**config.mk**
```make
export PLATFORM = sky130hd
export DESIGN_NAME = e_muldiv_unit
export DESIGN_NICKNAME = d
export VERILOG_FILES = /design/src/rtl/e_muldiv_pkg.sv /design/src/rtl/e_muldiv_unit_div_step.sv /design/src/rtl/e_muldiv_unit.sv
export SDC_FILE = /design/constraint.sdc
export NUM_CORES = 1
export LEC_CHECK = 0
export BUFFER_PORTS_ARGS = -buffer_cell sky130_fd_sc_hd__buf_4
export CAP_MARGIN = 20
export CELL_PAD_IN_SITES_DETAIL_PLACEMENT = 1
export CELL_PAD_IN_SITES_GLOBAL_PLACEMENT = 2
export CORE_MARGIN = 3
export CORE_UTILIZATION = 40
export CTS_CLUSTER_DIAMETER = 120
export CTS_CLUSTER_SIZE = 40
export DETAILED_ROUTE_END_ITERATION = 10
export HOLD_SLACK_MARGIN = 0.03
export PLACE_DENSITY_LB_ADDON = 0.3
export SYNTH_ARGS = -nofsm -noshare
export SYNTH_HDL_FRONTEND = slang
export SYNTH_SLANG_ARGS = --single-unit
```
**constraint.sdc**
```tcl
create_clock -name i_clk -period 6.95 [get_ports i_clk]
set_input_delay 0.695 -clock i_clk [delete_from_list [all_inputs] [get_ports i_clk]]
set_output_delay 0.695 -clock i_clk [all_outputs]
set_load 0.03 [all_outputs]
```
**src/rtl/e_muldiv_pkg.sv**
```systemverilog
// Shared types and constants for the EX-stage multiply/divide unit.
package e_muldiv_pkg;

    // Operation codes carried on i_con_MdOp; codes 6 and 7 are reserved no-ops
    typedef enum logic [2:0] {
        MD_MULT  = 3'd0,
        MD_MULTU = 3'd1,
        MD_DIV   = 3'd2,
        MD_DIVU  = 3'd3,
        MD_MTHI  = 3'd4,
        MD_MTLO  = 3'd5
    } mdop_t;

    // Sequencer states: operands latched in IDLE, iterate in RUN, sign fix-up in FIX
    typedef enum logic [1:0] {
        IDLE = 2'd0,
        RUN  = 2'd1,
        FIX  = 2'd2
    } state_t;

    // A zero divisor yields an all-ones quotient built by replicating this bit
    localparam logic DIV0_QUOTIENT_BIT = 1'b1;

endpackage

```
**src/rtl/e_muldiv_unit_div_step.sv**
```systemverilog
// e_div_step: one combinational restoring-division step. Shifts the next
// dividend bit into the partial remainder and subtracts the divisor when it fits.
module e_div_step #(
    parameter int WIDTH = 32
) (
    input  logic [WIDTH-1:0] rem_in,
    input  logic [WIDTH-1:0] divisor,
    input  logic             dividend_bit,
    output logic [WIDTH-1:0] rem_out,
    output logic             q_bit
);

    logic [WIDTH:0] shifted;
    logic [WIDTH:0] diff;

    // Trial subtraction; a clear borrow bit means the divisor fits and the quotient bit is 1
    always_comb begin
        shifted = {rem_in, dividend_bit};
        diff    = shifted - {1'b0, divisor};
        q_bit   = ~diff[WIDTH];
        rem_out = q_bit ? diff[WIDTH-1:0] : shifted[WIDTH-1:0];
    end

endmodule

```
**src/rtl/e_muldiv_unit.sv**
```systemverilog
// e_muldiv_unit: iterative MIPS MULT/MULTU/DIV/DIVU engine with HI/LO registers.
// Operands are reduced to magnitudes on entry, processed one bit per cycle,
// and the sign is restored in a final FIX cycle.
// Optional feature macro: MULDIV_FAST_MUL_EN -- when defined, multiplies use a
// single-cycle product and skip RUN; divides stay iterative.
module e_muldiv_unit #(
    parameter int WIDTH = 32
) (
    input  logic             i_clk,
    input  logic             i_rst_n,
    input  logic             i_con_start,
    input  logic [2:0]       i_con_MdOp,
    input  logic             i_con_flush,
    input  logic [WIDTH-1:0] i_data_A,
    input  logic [WIDTH-1:0] i_data_B,
    output logic [WIDTH-1:0] o_data_Hi,
    output logic [WIDTH-1:0] o_data_Lo,
    output logic             o_con_busy,
    output logic             o_con_done
);

    import e_muldiv_pkg::*;

    localparam int CNT_W = $clog2(WIDTH + 1);

    state_t             state;
    logic [CNT_W-1:0]   cnt;
    logic [2*WIDTH-1:0] acc;
    logic [WIDTH-1:0]   opnd;
    logic [WIDTH-1:0]   raw_a;
    logic [WIDTH-1:0]   hi_q;
    logic [WIDTH-1:0]   lo_q;
    logic               is_div;
    logic               res_sign;
    logic               rem_sign;
    logic               div_zero;
    logic               done_q;

    logic               op_signed;
    logic [WIDTH-1:0]   mag_a;
    logic [WIDTH-1:0]   mag_b;
    logic [WIDTH:0]     mul_sum;
    logic [2*WIDTH-1:0] mul_next;
    logic [2*WIDTH-1:0] div_next;
    logic [WIDTH-1:0]   step_rem;
    logic               step_q;
    logic [2*WIDTH-1:0] prod_neg;
    logic [WIDTH-1:0]   fix_hi;
    logic [WIDTH-1:0]   fix_lo;

    // Signed ops work on magnitudes; unsigned ops pass operands straight through
    always_comb begin
        op_signed = (i_con_MdOp == MD_MULT) || (i_con_MdOp == MD_DIV);
        mag_a     = (op_signed && i_data_A[WIDTH-1]) ? -i_data_A : i_data_A;
        mag_b     = (op_signed && i_data_B[WIDTH-1]) ? -i_data_B : i_data_B;
    end

    // Shift-add multiply: low half holds the unused multiplier bits, high half the running sum
    always_comb begin
        mul_sum  = {1'b0, acc[2*WIDTH-1:WIDTH]} + (acc[0] ? {1'b0, opnd} : {(WIDTH+1){1'b0}});
        mul_next = {mul_sum, acc[WIDTH-1:1]};
    end

    e_div_step #(
        .WIDTH(WIDTH)
    ) u_div_step (
        .rem_in      (acc[2*WIDTH-1:WIDTH]),
        .divisor     (opnd),
        .dividend_bit(acc[WIDTH-1]),
        .rem_out     (step_rem),
        .q_bit       (step_q)
    );

    // Restoring divide: remainder in the high half, dividend shifts out as quotient shifts in
    always_comb begin
        div_next = {step_rem, acc[WIDTH-2:0], step_q};
    end

    // Sign restoration and the divide-by-zero result written to HI/LO in FIX
    always_comb begin
        prod_neg = -acc;
        fix_hi   = acc[2*WIDTH-1:WIDTH];
        fix_lo   = acc[WIDTH-1:0];
        if (is_div) begin
            if (div_zero) begin
                fix_hi = raw_a;
                fix_lo = {WIDTH{DIV0_QUOTIENT_BIT}};
            end else begin
                if (res_sign) fix_lo = -acc[WIDTH-1:0];
                if (rem_sign) fix_hi = -acc[2*WIDTH-1:WIDTH];
            end
        end else if (res_sign) begin
            fix_hi = prod_neg[2*WIDTH-1:WIDTH];
            fix_lo = prod_neg[WIDTH-1:0];
        end
    end

    // Sequencer, iteration datapath and HI/LO registers; flush always beats a pending write
    always_ff @(posedge i_clk or negedge i_rst_n) begin
        if (!i_rst_n) begin
            state    <= IDLE;
            cnt      <= '0;
            acc      <= '0;
            opnd     <= '0;
            raw_a    <= '0;
            hi_q     <= '0;
            lo_q     <= '0;
            is_div   <= 1'b0;
            res_sign <= 1'b0;
            rem_sign <= 1'b0;
            div_zero <= 1'b0;
            done_q   <= 1'b0;
        end else begin
            done_q <= 1'b0;
            case (state)
                IDLE: begin
                    if (i_con_start && !i_con_flush) begin
                        case (i_con_MdOp)
                            MD_MULT, MD_MULTU: begin
                                is_div   <= 1'b0;
                                res_sign <= op_signed & (i_data_A[WIDTH-1] ^ i_data_B[WIDTH-1]);
                                rem_sign <= 1'b0;
                                div_zero <= 1'b0;
                                opnd     <= mag_a;
`ifdef MULDIV_FAST_MUL_EN
                                acc      <= {{WIDTH{1'b0}}, mag_a} * {{WIDTH{1'b0}}, mag_b};
                                state    <= FIX;
`else
                                acc      <= {{WIDTH{1'b0}}, mag_b};
                                cnt      <= CNT_W'(WIDTH - 1);
                                state    <= RUN;
`endif
                            end
                            MD_DIV, MD_DIVU: begin
                                is_div   <= 1'b1;
                                res_sign <= op_signed & (i_data_A[WIDTH-1] ^ i_data_B[WIDTH-1]);
                                rem_sign <= op_signed & i_data_A[WIDTH-1];
                                div_zero <= (i_data_B == '0);
                                raw_a    <= i_data_A;
                                opnd     <= mag_b;
                                acc      <= {{WIDTH{1'b0}}, mag_a};
                                cnt      <= CNT_W'(WIDTH - 1);
                                state    <= RUN;
                            end
                            MD_MTHI: hi_q <= i_data_A;
                            MD_MTLO: lo_q <= i_data_A;
                            default: ;
                        endcase
                    end
                end
                RUN: begin
                    if (i_con_flush) begin
                        state <= IDLE;
                    end else begin
                        acc <= is_div ? div_next : mul_next;
                        if (cnt == '0) begin
                            state <= FIX;
                        end else begin
                            cnt <= cnt - CNT_W'(1);
                        end
                    end
                end
                FIX: begin
                    state <= IDLE;
                    if (!i_con_flush) begin
                        hi_q   <= fix_hi;
                        lo_q   <= fix_lo;
                        done_q <= 1'b1;
                    end
                end
                default: state <= IDLE;
            endcase
        end
    end

    assign o_data_Hi  = hi_q;
    assign o_data_Lo  = lo_q;
    assign o_con_busy = (state != IDLE);
    assign o_con_done = done_q;

endmodule

```
### Word level (Yosys, flattened, before mapping)

Index checks and enable logic that the tools add are counted.

| word-level totals | value |
|---|---|
| flip-flop bits (word level) | 205 |
| output and inout bits | 66 |

| cells by class | value |
|---|---|
| add/sub/neg operators | 8 |
| eq/ne operators | 16 |
| muxes and demuxes | 41 |
| bitwise logic cells | 4 |
| reductions and logical operators | 24 |

Operators with widths:

| kind | count |
|---|---|
| two-way mux 32 bit | 18 |
| one-hot mux 64 bit (2 select lines) | 2 |
| two-way mux 64 bit | 3 |
| one-hot mux 32 bit (2 select lines) | 3 |
| negator 32 bit | 4 |
| negator 64 bit | 1 |
| adder 32 x 32 -> 33 bit | 1 |
| subtractor 33 x 32 -> 33 bit | 1 |
| zero test 32 bit | 1 |
| two-way mux 6 bit | 4 |
| one-hot mux 6 bit (2 select lines) | 1 |
| AND reduction 3 bit | 4 |
| AND reduction 4 bit | 3 |
| inequality test 2 bit, second input constant | 5 |
| two-way mux 2 bit | 4 |
| nonzero test 2 bit | 4 |
| equality test 3 x 2 -> 1 bit, second input constant | 2 |
| equality test 3 bit, second input constant | 2 |
| zero test 6 bit | 1 |
| one-hot mux 1 bit (2 select lines) | 3 |
| subtractor 6 x 1 -> 6 bit, second input constant | 1 |
| AND reduction 5 bit | 1 |
| inequality test 2 x 1 -> 1 bit, second input constant | 2 |
| one-hot mux 2 bit (2 select lines) | 1 |
| other kinds (16) | 21 |

### Depth between registers and ports, before layout

| depth | value |
|---|---|
| word-level depth | 7 |
| mapped depth | 14 |
| gate-level depth less buffers | 13 |

### Hierarchy

Synthesis repeated with hierarchy kept, for this count alone.

| second synthesis, totals | value |
|---|---|
| cell total of the unflattened synthesis | 2,175 |
| area total of the unflattened synthesis | 17,337.9 um2 |

Modules (own cells, without submodules):

| module | times used | cells each | area each (um2) | seq. area each (um2) |
|---|---|---|---|---|
| e_muldiv_unit | 1 | 1,870 | 14,979.4 | 5,129.9 |
| e_div_step | 1 | 305 | 2,358.5 | 0.0 |

### Worst setup path after synthesis

OpenSTA, ideal clock, no wires.

| timing | value |
|---|---|
| path type | register to register |
| start | reg acc[31] |
| end | reg acc[58] |
| library setup time | 0.126 ns |
| arrival time | 3.445 ns |
| setup slack | 3.379 ns |
| stages on the path, launching flop included | 15 |
| buffers on the path | 2 |
| cells stage by stage | dfrtp_1 inv_1 ha_1 fa_1 nand2b_1 a21oi_1 o21ai_0 a2111o_1 a31oi_1 or3_1 and2_1 clkbuf_1 clkbuf_1 o2111ai_1 o311a_1 |

| between the ends | value |
|---|---|
| word-level cells in the longest chain between the ends | 5 |

RTL lines:

| item | RTL line | text |
|---|---|---|
| start, declared | e_muldiv_unit.sv:28 | `logic [2*WIDTH-1:0] acc;` |
| start signal, assigned | e_muldiv_unit.sv:129 | `acc <= {{WIDTH{1'b0}}, mag_b};` |
| start signal, assigned | e_muldiv_unit.sv:141 | `acc <= {{WIDTH{1'b0}}, mag_a};` |
| start signal, assigned | e_muldiv_unit.sv:155 | `acc <= is_div ? div_next : mul_next;` |
| subtractor 33 x 32 -> 33 bit | e_muldiv_unit_div_step.sv:19 | `diff = shifted - {1'b0, divisor};` |
| two-way mux 32 bit | e_muldiv_unit_div_step.sv:21 | `rem_out = q_bit ? diff[WIDTH-1:0] : shifted[WIDTH-1:0];` |
| two-way mux 64 bit | e_muldiv_unit.sv:155 |  |
| two-way mux 64 bit | e_muldiv_unit.sv:152 | `if (i_con_flush) begin` |
| one-hot mux 64 bit (2 select lines) | e_muldiv_unit.sv:115 | `case (state)` |

No other way between the ends. The select of a mux whose other input is x is not followed.
A chain may end at the register's enable or synchronous reset.

### Final worst setup path

| timing | value |
|---|---|
| start | reg acc[31] |
| end | reg acc[32] |

| between the ends | value |
|---|---|
| word-level cells in the longest chain between the ends | 5 |

RTL lines:

| item | RTL line |
|---|---|
| subtractor 33 x 32 -> 33 bit | e_muldiv_unit_div_step.sv:19 |
| two-way mux 32 bit (*) | e_muldiv_unit_div_step.sv:21 |
| two-way mux 64 bit (*) | e_muldiv_unit.sv:155 |
| two-way mux 64 bit (*) | e_muldiv_unit.sv:152 |
| one-hot mux 64 bit (2 select lines) (*) | e_muldiv_unit.sv:115 |

Mark *: on every way between the ends. The rest lies on a longest branch, timed or not. The select of a mux whose other input is x is not followed.

==> impl_results.md <==
* Run status: completed
* DPL Wire Length at 55410 microns
* Crit path launch: acc[31]
* Post-DRT Antenna Nets at 0
* Max IR drop VDD at about 0.17 mV
* Number of warnings issued by yosys at 0
* Syn avg cell area at around 7.8 sq um
* Per-cell routed wire length at between 20 and 30 microns
* Antenna violations before repair at 2
* Yosys cell types at 73
* Placed cell count at approximately 2800
* Pre-antenna DRT Iters at 5
* CP Max Fanout at 17
* Placed cell areas at about 0.019 sq mm
* DRT iter0 DRCs at 1267
* Met3 wire length at roughly 4800 microns
* FF/Latch Area at roughly 0.0051 sq mm
* Crit. End Element: flop
* Final Instance Area at 0.01895 sq mm
* Fin cells at 2768
* Grt ovf at 0
* Max-cap violations at 0
* Root buf cell: clkbuf_16
* Synthesis-to-finish area growth at 10.24%
* Io pins at between 100 and 150
* Worst-path clk slew at around 0.12 ns
* M1 WL at 30900 microns
* Clk buf depth at 3
* Yosys top cell area share at between 20% and 30%
* Initial Utilization at 40.72%
* Max-slew violations at 0
* Measured slew at the worst slew-check pin at around 1.1 ns
* Tot Pwr at approximately 7 mW
* Layout cell share with drive strength beyond 1 at around 11%
* FMAX at about 220 MHz
* Drc violations at 0
* Hold Vio Cnt, Final at 0
* Yosys reg bits at about 210
* Hold Path Class: input pin to asynchronous set/reset pin
* Met2 Wirelength at between 30000 and 40000 microns
* Overall Global Routing Usage at a little under a third
* Multi-input logic area at approximately 0.011 sq mm
* Post-synthesis cell area at roughly 0.017 sq mm
* Die width at 213.3 microns
* Hold buffers post-CTS at 0
* Setup violators final at 0
* Commonest non-fill, non-tap cell in the layout: nand2_1
* Static Leakage at ~8 nW
* Placer Congestion at 0.9505
* Vias/cell at around 6.3
* TritonCTS Buffers at 11
* Seq/Total Area, Yosys at around 30%
* Final Util at between 40 and 50%
* Die H at 213.3 microns
* CP max stage delay at 0.48 ns
* Die area at between 0.04 and 0.05 sq mm
* Minimum clock period at between 4 and 5 ns
* Slowest-stage cell, CP: dfrtp_1
* Post-synth EDFFs at 0
* Pwr dens at 375.8 mW/mm^2
* Number of global-route vias before repair at between 15000 and 20000
* Critical path data arrival time at between 4 and 5 ns
* # rows at 75
* Synth top area cells: dfrtp_1, o21ai_0, xnor2_1, nand2_1, a21oi_1
* Ys flop type: dfrtp_1
* Global-route wire length before repair at approximately 110000 microns
* Core Region at 0.04223 sq mm
* RSZ-0062 raised after global routing: no
* Setup TNS at 0 ns
* Worst-path cell chain: inv_1 -> ha_1 -> fa_1 -> nand2b_1 -> a21oi_1 -> o21ai_0 -> a2111o_1 -> a31oi_1 -> or3_1 -> and2_1 -> buf_4 -> mux2_2 -> o221ai_1
* RR Startpoint: acc[31]
* Largest net degree at the start of global routing at approximately 80
* Slew HR at around 28%
* Cell taking the most area after synthesis: dfrtp_1
* Postcts setup bufs at 0
* Setup CP Type: flop to flop
* Async set-reset flop share out of synthesis at 100.0%
* Mapped Nets at 2346
* Filler cells at approximately 5100
* Vias at about 18000
* CTS tree: done
* Data required, critical path at 7.34 ns
* Clock Sinks at between 200 and 250
* Most frequent cells in the layout: nand2_1, o21ai_0, dfrtp_1, nor2_1, a21oi_1
* CP delay by family, top: compound AO/OA/AOI/OAI gates
* Clk_lat worst skew at 0.52 ns
* Routed WL at 72810 microns
* Gate Count Post-Synth at 2203
* Crit path launch type: flop
* Cts repair resizes at 0
* Skew final at ~0.030 ns
* Buffer and inverter count on the worst path at 2
* Port bufs at roughly 140
* Final Cycle Share at 64.49%
* H-tree levels at 1
* Nets at 2367
* DR top layer: met4
[report_power, final]
part	switching (mW)	internal [mW]	total [mW]
logic	2.61	1.59	4.20
clock network	0.522	0.329	0.851
registers	0.563	1.51	2.07
[per-stage QoR]
step / worst slack, ns / hold slack, ns
floorplan: 3.379 / 0.3994
global placement: 2.867 / 0.4613
detailed placement: 2.676 / 0.4717
CTS: 2.588 / 0.1818
global route: 2.213 / 0.1972
finish: 2.468 / 0.1575
[layer usage]
| metal | vias up | track usage (%) |
|---|---|---|
| li1 | 7976 | - |
| met1 | 8785 | 41.32 |
| met2 | 626 | 50.89 |
| met3 | 158 | 6.028 |
| met4 | 0 | 13.61 |
| met5 | - | 0 |
[synthesized netlist by cell type (10+ instances only)]
master    count
xor2_1       63
nor2b_1      10
nand3_1      43
o211ai_1     21
o221ai_1     24
nand2_1     265
or3_1        22
mux2_2       30
and3_1       20
ha_1         70
a21oi_1     177
o21ai_0     213
mux2i_1      63
o31ai_1      30
nor4_1       14
a21o_1       40
a31oi_1      29
or4_1        13
clkbuf_1    142
nand2b_1     21
a22oi_1      16
o22ai_1      51
dfrtp_1     205
nor2_1      181
buf_1        10
xnor2_1     120
and2_1       19
o21a_1       14
nand4_1      15
nor3_1       54
a211oi_1     14
inv_1        72
[path summary, 6_finish.rpt]
kind	to	slack [ns]	cells after the start
max reg2reg	acc[32]	2.47	13
min	acc[59]	0.16	1
min reg2reg	o_data_Lo[14]	0.50	2
max	acc[32]	2.47	13
max in group asynchronous	o_data_Lo[3]	5.37	2
min in group i_clk	o_data_Hi[1]	0.48	3
[cell families (layout without fill, tap and decap cells)]
| logic type | count (synthesis) | in the layout | share of synthesized area [%] |
|---|---|---|---|
| adders and majority gates | 72 | 72 | 5.327 |
| DFF | 205 | 205 | 29.84 |
| xor gates and xnor gates | 183 | 183 | 9.322 |
| and+or+nand+nor | 710 | 710 | 19.17 |
| AOI/OAI and AO/OA | 712 | 712 | 25.67 |
| buffers and inverters | 228 | 253 | 5.036 |
| other | 0 | 1 | 0 |
| muxes | 93 | 93 | 5.632 |
[registers in the layout, summed over array words and instances (netlist names)]
name / count
acc: 64
o_data_Hi: 32
o_data_Lo: 32
opnd: 32
raw_a: 32
cnt: 6
state: 2
div_zero: 1
is_div: 1
o_con_done: 1
rem_sign: 1
res_sign: 1
[layout make-up]
class	instances	share of cell area [%]
clock buffers	11	1.452
repair buffers	163	6.495
flip-flops and latches	205	27.08
diodes	1	0.01320
multi-input cells	1770	59.28
inverters	73	1.446
clock inverters	6	0.6733
well taps	539	3.558
No activity file was read; power rests on OpenSTA's default activity.
